File: config.mk
export PLATFORM = sky130hd
export DESIGN_NAME = ms_ff_sequencer_flat
export DESIGN_NICKNAME = d
export VERILOG_FILES = /design/src/rtl/ms_ff_sequencer_if.sv /design/src/rtl/ms_ff_sequencer.sv /design/src/flat_wrapper.sv
export SDC_FILE = /design/constraint.sdc
export NUM_CORES = 1
export LEC_CHECK = 0
export CORE_MARGIN = 2
export CORE_UTILIZATION = 47
export DETAILED_ROUTE_END_ITERATION = 6
export HOLD_SLACK_MARGIN = 0.12
export PLACE_DENSITY = 0.75
export SYNTH_ARGS = -nofsm -noshare
export SYNTH_HDL_FRONTEND = slang
export SYNTH_SLANG_ARGS = --single-unit
File: constraint.sdc
create_clock -name clk -period 1.5 [get_ports clk]
set_input_delay 0.3 -clock clk [delete_from_list [all_inputs] [get_ports clk]]
set_output_delay 0.3 -clock clk [all_outputs]
set_load 0.1 [all_outputs]
File: src/rtl/ms_ff_sequencer_if.sv
// Bus between a single requester and the master-slave sequencer: request/data in,
// phase enables, completion pulse and storage contents out.
interface ms_ff_sequencer_if #(
  parameter int WIDTH = 1
);
  logic             req;
  logic [WIDTH-1:0] d;
  logic             ack;
  logic             busy;
  logic             master_en;
  logic             slave_en;
  logic [WIDTH-1:0] mid_q;
  logic [WIDTH-1:0] q;
  logic [WIDTH-1:0] qbar;

  // Handshake: req is a level sampled only while idle; ack is a one-cycle pulse
  // that ends the sequence, busy is high from the first phase through the ack.
  modport master (
    output req, d,
    input  ack, busy, master_en, slave_en, mid_q, q, qbar
  );

  modport slave (
    input  req, d,
    output ack, busy, master_en, slave_en, mid_q, q, qbar
  );
endinterface

File: src/rtl/ms_ff_sequencer.sv
// Two-phase non-overlapping sequencer driving a master (mid_q) and slave (q) storage
// stage; all outputs are flops loaded from the next state.
module ms_ff_sequencer #(
  parameter int WIDTH      = 1,
  parameter int MASTER_CYC = 2,
  parameter int SLAVE_CYC  = 2,
  parameter int DEAD_CYC   = 1,
  parameter int CNT_W      = 4
) (
  input  logic               clk,
  input  logic               rst_n,
  ms_ff_sequencer_if.slave   bus,
  output logic [2:0]         state_o
);

  typedef enum logic [2:0] {
    S_IDLE   = 3'd0,
    S_MASTER = 3'd1,
    S_GAP1   = 3'd2,
    S_SLAVE  = 3'd3,
    S_GAP2   = 3'd4,
    S_DONE   = 3'd5
  } state_e;

  localparam logic [CNT_W-1:0] M_LAST = CNT_W'(MASTER_CYC - 1);
  localparam logic [CNT_W-1:0] S_LAST = CNT_W'(SLAVE_CYC - 1);
  localparam logic [CNT_W-1:0] D_LAST = CNT_W'((DEAD_CYC > 0) ? DEAD_CYC - 1 : 0);
  localparam logic             NO_GAP = (DEAD_CYC == 0);

  state_e           state_q, state_d;
  logic [CNT_W-1:0] cnt_q, cnt_d;
  logic             ack_q, busy_q, master_en_q, slave_en_q;
  logic [WIDTH-1:0] mid_q_q, q_q;

  always_ff @(posedge clk or negedge rst_n) begin
    if (!rst_n) begin
      state_q     <= S_IDLE;
      cnt_q       <= '0;
      ack_q       <= 1'b0;
      busy_q      <= 1'b0;
      master_en_q <= 1'b0;
      slave_en_q  <= 1'b0;
    end else begin
      state_q     <= state_d;
      cnt_q       <= cnt_d;
      ack_q       <= (state_d == S_DONE);
      busy_q      <= (state_d != S_IDLE);
      master_en_q <= (state_d == S_MASTER);
      slave_en_q  <= (state_d == S_SLAVE);
    end
  end

  // Counter is cleared on every transition, so each phase starts counting at zero.
  always_comb begin
    state_d = state_q;
    cnt_d   = cnt_q;
    unique case (state_q)
      S_IDLE: begin
        cnt_d = '0;
        if (bus.req) state_d = S_MASTER;
      end
      S_MASTER: begin
        if (cnt_q == M_LAST) begin
          state_d = NO_GAP ? S_SLAVE : S_GAP1;
          cnt_d   = '0;
        end else begin
          cnt_d = cnt_q + 1'b1;
        end
      end
      S_GAP1: begin
        if (cnt_q == D_LAST) begin
          state_d = S_SLAVE;
          cnt_d   = '0;
        end else begin
          cnt_d = cnt_q + 1'b1;
        end
      end
      S_SLAVE: begin
        if (cnt_q == S_LAST) begin
          state_d = NO_GAP ? S_DONE : S_GAP2;
          cnt_d   = '0;
        end else begin
          cnt_d = cnt_q + 1'b1;
        end
      end
      S_GAP2: begin
        if (cnt_q == D_LAST) begin
          state_d = S_DONE;
          cnt_d   = '0;
        end else begin
          cnt_d = cnt_q + 1'b1;
        end
      end
      S_DONE: begin
        state_d = S_IDLE;
        cnt_d   = '0;
      end
      default: begin
        state_d = S_IDLE;
        cnt_d   = '0;
      end
    endcase
  end

  // Master tracks d only while its phase is open; slave copies the master only in its phase.
  always_ff @(posedge clk or negedge rst_n) begin
    if (!rst_n) begin
      mid_q_q <= '0;
      q_q     <= '0;
    end else begin
      if (state_q == S_MASTER) mid_q_q <= bus.d;
      if (state_q == S_SLAVE)  q_q     <= mid_q_q;
    end
  end

  assign bus.ack       = ack_q;
  assign bus.busy      = busy_q;
  assign bus.master_en = master_en_q;
  assign bus.slave_en  = slave_en_q;
  assign bus.mid_q     = mid_q_q;
  assign bus.q         = q_q;
  assign bus.qbar      = ~q_q;
  assign state_o       = state_q;

endmodule

File: src/flat_wrapper.sv
// flat-port wrapper written by rule: the top's interface ports become plain ports
module ms_ff_sequencer_flat 
#(
  parameter int WIDTH      = 1,
  parameter int MASTER_CYC = 2,
  parameter int SLAVE_CYC  = 2,
  parameter int DEAD_CYC   = 1,
  parameter int CNT_W      = 4
)
  (clk, rst_n, state_o, bus_req, bus_d, bus_ack, bus_busy, bus_master_en, bus_slave_en, bus_mid_q, bus_q, bus_qbar);
  ms_ff_sequencer_if #(.WIDTH(WIDTH)) bus_i ();
  input  logic clk;
  input  logic rst_n;
  output logic [2:0] state_o;
  input wire logic [$bits(bus_i.req)-1:0] bus_req;
  input wire logic [$bits(bus_i.d)-1:0] bus_d;
  output wire logic [$bits(bus_i.ack)-1:0] bus_ack;
  output wire logic [$bits(bus_i.busy)-1:0] bus_busy;
  output wire logic [$bits(bus_i.master_en)-1:0] bus_master_en;
  output wire logic [$bits(bus_i.slave_en)-1:0] bus_slave_en;
  output wire logic [$bits(bus_i.mid_q)-1:0] bus_mid_q;
  output wire logic [$bits(bus_i.q)-1:0] bus_q;
  output wire logic [$bits(bus_i.qbar)-1:0] bus_qbar;
  assign bus_i.req = bus_req;
  assign bus_i.d = bus_d;
  assign bus_ack = bus_i.ack;
  assign bus_busy = bus_i.busy;
  assign bus_master_en = bus_i.master_en;
  assign bus_slave_en = bus_i.slave_en;
  assign bus_mid_q = bus_i.mid_q;
  assign bus_q = bus_i.q;
  assign bus_qbar = bus_i.qbar;
  ms_ff_sequencer #(.WIDTH(WIDTH), .MASTER_CYC(MASTER_CYC), .SLAVE_CYC(SLAVE_CYC), .DEAD_CYC(DEAD_CYC), .CNT_W(CNT_W)) u_core (.clk(clk), .rst_n(rst_n), .bus(bus_i), .state_o(state_o));
endmodule
* After elaboration in Yosys (flattened, before gate mapping) *
Index checks and enable logic that the tools add are counted.

operators by class
  add/subtract/negate cells = 1
  eq/ne operators = 8
  muxes and demuxes = 9
  bitwise gates (word level) = 1
  reductions and logical operators = 5

operator list
  operator                                                                number
  3-bit two-way mux                                                       5
  3-bit case mux with 5 select lines                                      1
  3-bit by 2-bit equality test with 1-bit output (second input constant)  3
  4-bit two-way mux                                                       2
  4-bit case mux with 2 select lines                                      1
  3-bit by 1-bit equality test with 1-bit output (second input constant)  2
  3-bit equality test (second input constant)                             2
  4-bit by 1-bit adder with 4-bit output (second input constant)          1
  4-bit by 1-bit equality test with 1-bit output (second input constant)  1
  4-bit zero test                                                         1
  2-bit OR reduction                                                      2
  3-bit zero test                                                         1
  3-bit nonzero test                                                      1
  1-bit inverter                                                          1

storage, ports and cells
  flip-flop bits (word level) = 13
  input port bits = 4
  output and inout port bits = 10
  word-level logic and storage cells = 32

* Longest topological paths before layout *
Gate-level depths: netlist of the first run.

  depth in word-level cells = 4
  gate-level depth with buffers = 5

* Least setup slack after synthesis of the first run *
No wires, ideal clock.

  kind = reg-to-reg
  start point = register u_core.state_q[2], in the netlist u_core.state_o[2]
  end point = register u_core.q_q, in the netlist u_core.bus.q
  setup time = 126 ps
  arrival time = 1,870 ps
  data required time = 1,374 ps
  setup slack = -496 ps
  cell stages (with the launch flop) = 5
  period minus slack after synthesis = 1,996 ps
  cells stage by stage = dfrtp_1 buf_2 and2b_2 nand2_1 mux2_2

on the way
  cells in the longest elaborated chain, start to end = 1

ends and longest elaborated chain
  element                                         RTL line                text
  start, declared                                 ms_ff_sequencer.sv:30   state_e state_q, state_d;
  start signal, assigned                          ms_ff_sequencer.sv:44   state_q <= state_d;
  3-bit by 2-bit equality test with 1-bit output  ms_ff_sequencer.sv:112  if (state_q == S_SLAVE) q_q <= mid_q_q;
  end signal, assigned                            ms_ff_sequencer.sv:112
  end, declared                                   ms_ff_sequencer.sv:33   logic [WIDTH-1:0] mid_q_q, q_q;

No other way between the ends.
A chain may end at the register's enable or synchronous reset.

* Final worst setup path of the first run *
  start point = register u_core.cnt_q[1]
  end point = register u_core.cnt_q[3]

on the way
  cells in the longest elaborated chain, start to end = 3
  elaborated cells between the ends (all ways) = 6

ends and longest elaborated chain
  element                                                               RTL line               text
  start, declared                                                       ms_ff_sequencer.sv:31  logic [CNT_W-1:0] cnt_q, cnt_d;
  start signal, assigned                                                ms_ff_sequencer.sv:45  cnt_q <= cnt_d;
  4-bit by 1-bit adder with 4-bit output, or another cell as far along  n/a
  4-bit two-way mux, on equally long branches                           n/a
  4-bit case mux with 2 select lines (*)                                ms_ff_sequencer.sv:57  unique case (state_q)
  net u_core.cnt_d[3]                                                   ms_ff_sequencer.sv:31

The timed path passes the listed nets; every way through them passes the cells marked *.

==> results.json, run 1 <==
{
  "max-clock-path-buffers": 2,
  "hold_buffers": 0,
  "hp-class": "in2async",
  "slowest_delay_ps": 420,
  "drc": 0,
  "drtIter0Drc": 5,
  "grt_use_total_pct": 19.8,
  "worstPathRequired_ps": 1670,
  "cts_num_sinks": 13,
  "core.rowCount": 13,
  "synth_most_common_cell": "dfrtp_1",
  "setup_viol": 0,
  "die_area_mm2": 0.00166,
  "async_reset_ff_share_pct": 100,
  "ant_nets": 0,
  "viasPerCell": 5.22,
  "crit_path_start_kind": "flip-flop",
  "cts-root-buf": "clkbuf_4",
  "criticalPathCategory": "reg2reg",
  "syn_nets": 68,
  "syn_inst": 61,
  "synth_cell_types": 23,
  "ys_top_cells_by_count": "13 x dfrtp_1, 10 x nand2_1, 9 x nor2_1",
  "clock_skew_ps": 2.45,
  "yosys-top-cells-area": "dfrtp_1 51%, ha_1 5.9%, nand2_1 5.9%",
  "maxSlewHeadroom_pct": 83.2,
  "syn_area_um2": 633,
  "fin_crit_sh_pct": 96.8,
  "insertedDiodeCount": 0,
  "drv_cap": 0,
  "period_minus_slack_ps": 1450,
  "slowest_stage": "or3b_4",
  "synth_edf_count": 0,
  "die_width_um": 40.7,
  "status": "completed",
  "grt_max_degree": 14,
  "htreeDepth": 1,
  "cts_buffers": 3,
  "nets": 89,
  "cp_top_family": "simple AND/OR/NAND/NOR gates",
  "synth_area_leader_cell": "dfrtp_1",
  "synth-warning-count": 0,
  "synth_flop_cell": "dfrtp_1",
  "hold_viol_final": 0,
  "syn2layout_area_growth_pct": 52.2,
  "critPathBufInv": 1,
  "dpl_cell_area_um2": 908,
  "critPathCaptureType": "flip-flop",
  "first_pass_iters": 4,
  "ys_ff_latch": 13,
  "tightest_slew_ps": 250,
  "wl_per_cell_um": 13.5,
  "fin_util_pct": 75.0,
  "final_area_um2": 963,
  "grt.overflow.total": 0,
  "synth.avg_cell_area_um2": 10.4,
  "routed_wl_mm": 1.29,
  "dp_hpwl_mm": 1.01,
  "dr_total_vias": 501,
  "fmax_ghz": 0.689,
  "drive_gt1_share_pct": 38.3,
  "worstPathArrival_ps": 1620,
  "initial_utilization_pct": 49.3,
  "ys_seq_area_share_pct": 51.4,
  "finalMaxSlewViolations": 0,
  "yosys.area.top_type_share_pct": 51.4,
  "grt_pass1_wl_mm": 2.03,
  "grt_pass1_vias": 466,
  "cp_max_fo": 4,
  "globalplace.congestion": 0.856,
  "whs_ps": 322,
  "clk_latency_ps": 270,
  "port_buffers": 13,
  "core_area_mm2": 0.00128,
  "cts_tree": "yes",
  "crit_chain": "inv_1 -> ha_1 -> or3b_4 -> a2bb2oi_4 -> nor2_1",
  "io_pins": 14,
  "clkTransAtPathRegs_ps": 80,
  "die_y_um": 40.7,
  "antenna_found_initial": 0
}
## routing by layer
layer | wire length, um | vias to the layer above | global-route usage, %
met1 | 531 | 234 | 21.8
met5 | 0 | - | 0
li1 | - | 244 | -
met2 | 658 | 19 | 33.7
met3 | 71 | 4 | 3.26
met4 | 32 | 0 | 15.0
## layout by cell type (no fill, tap or decap)
| cell type | instances |
|---|---|
| nand3_1 | 1 |
| clkbuf_4 | 3 |
| clkinvlp_4 | 1 |
| mux2_2 | 2 |
| and4bb_2 | 1 |
| inv_1 | 2 |
| clkdlybuf4s50_1 | 3 |
| nor3_1 | 1 |
| and2b_2 | 1 |
| or4b_4 | 1 |
| or3b_4 | 1 |
| buf_12 | 10 |
| nor2_1 | 9 |
| nand2_1 | 10 |
| nand2b_1 | 1 |
| xor2_1 | 2 |
| dfrtp_4 | 3 |
| a2bb2oi_4 | 1 |
| or2_2 | 1 |
| dfrtp_1 | 9 |
| ha_1 | 3 |
| o21ai_0 | 3 |
| nor2b_1 | 1 |
| a31oi_1 | 1 |
| buf_4 | 4 |
| xnor2_1 | 1 |
| a21oi_1 | 2 |
| o221ai_2 | 1 |
| clkbuf_1 | 1 |
| dfrtp_2 | 1 |
## sequential cells by signal, indices dropped and copies added, names as in the netlist
signal                flops
u_core.bus.slave_en       1
u_core.bus.ack            1
u_core.bus.mid_q          1
u_core.state_o            3
u_core.bus.master_en      1
u_core.cnt_q              4
u_core.bus.q              1
u_core.bus.busy           1
## area by class of cell
cell class                 count  area [um^2]
fill                          91          322
tap                           15         18.8
timing repair buffer          17          260
multi-input combinational     44          305
sequential                    13          338
clock buffer                   4         26.3
inverter                       3         15.0
## metrics by stage
step,TNS [ps],worst slack [ps],cells
floorplan,-64.3,-64.3,61
global placement,0,30.6,90
detailed placement,-106,-34.7,90
CTS,0,30.8,94
global route,-15.8,-6.91,96
finish,0,48.1,96
## path summary, 6_finish.rpt
check                      slack, ps                            end                      start  depth (start not counted)
max                               50      u_core.cnt_q[3]$_DFF_PN0_  u_core.cnt_q[1]$_DFF_PN0_                          5
min                              320  u_core.bus.slave_en$_DFF_PN0_                      rst_n                          2
max reg2reg                       50      u_core.cnt_q[3]$_DFF_PN0_  u_core.cnt_q[1]$_DFF_PN0_                          5
min reg2reg                      600      u_core.cnt_q[0]$_DFF_PN0_  u_core.cnt_q[0]$_DFF_PN0_                          3
max in group asynchronous       1000       u_core.bus.q$_DFFE_PN0P_                      rst_n                          2
min in group clk                 600      u_core.cnt_q[0]$_DFF_PN0_  u_core.cnt_q[0]$_DFF_PN0_                          3
## worst reg2reg max path: stages, from the launching register on
cell and delay [ps]:
dfrtp_1 390, inv_1 90, ha_1 180, or3b_4 420, a2bb2oi_4 190, nor2_1 70
## cells by family (layout without fill, tap and decap cells)
logic type	Yosys count	after routing	share of synthesized area, %
and+or+nand+nor	28	28	22.7
DFF	13	13	51.4
AOI/OAI and AO/OA	8	8	9.68
buffers and inverters	4	24	2.57
adders and majority gates	3	3	5.93
xor gates and xnor gates	3	3	4.15
muxes	2	2	3.56
## what timing repair did
action,CTS,global route
setup buffers,0,2
setup endpoints to repair,4,5
resized for setup,2,0
pin swaps,1,1
Power of run 1 is not shown: default switching activity piles up to over one toggle a cycle in this logic, so the estimate is an artifact.
==> inputs of run 2 (changes only) <==
Settings changed: SLEW_MARGIN from default to 25.
==> results of run 2 <==
No change in the layout: final DEF, timing and power equal those of run 1.
Power of run 2 is left out for the same reason.
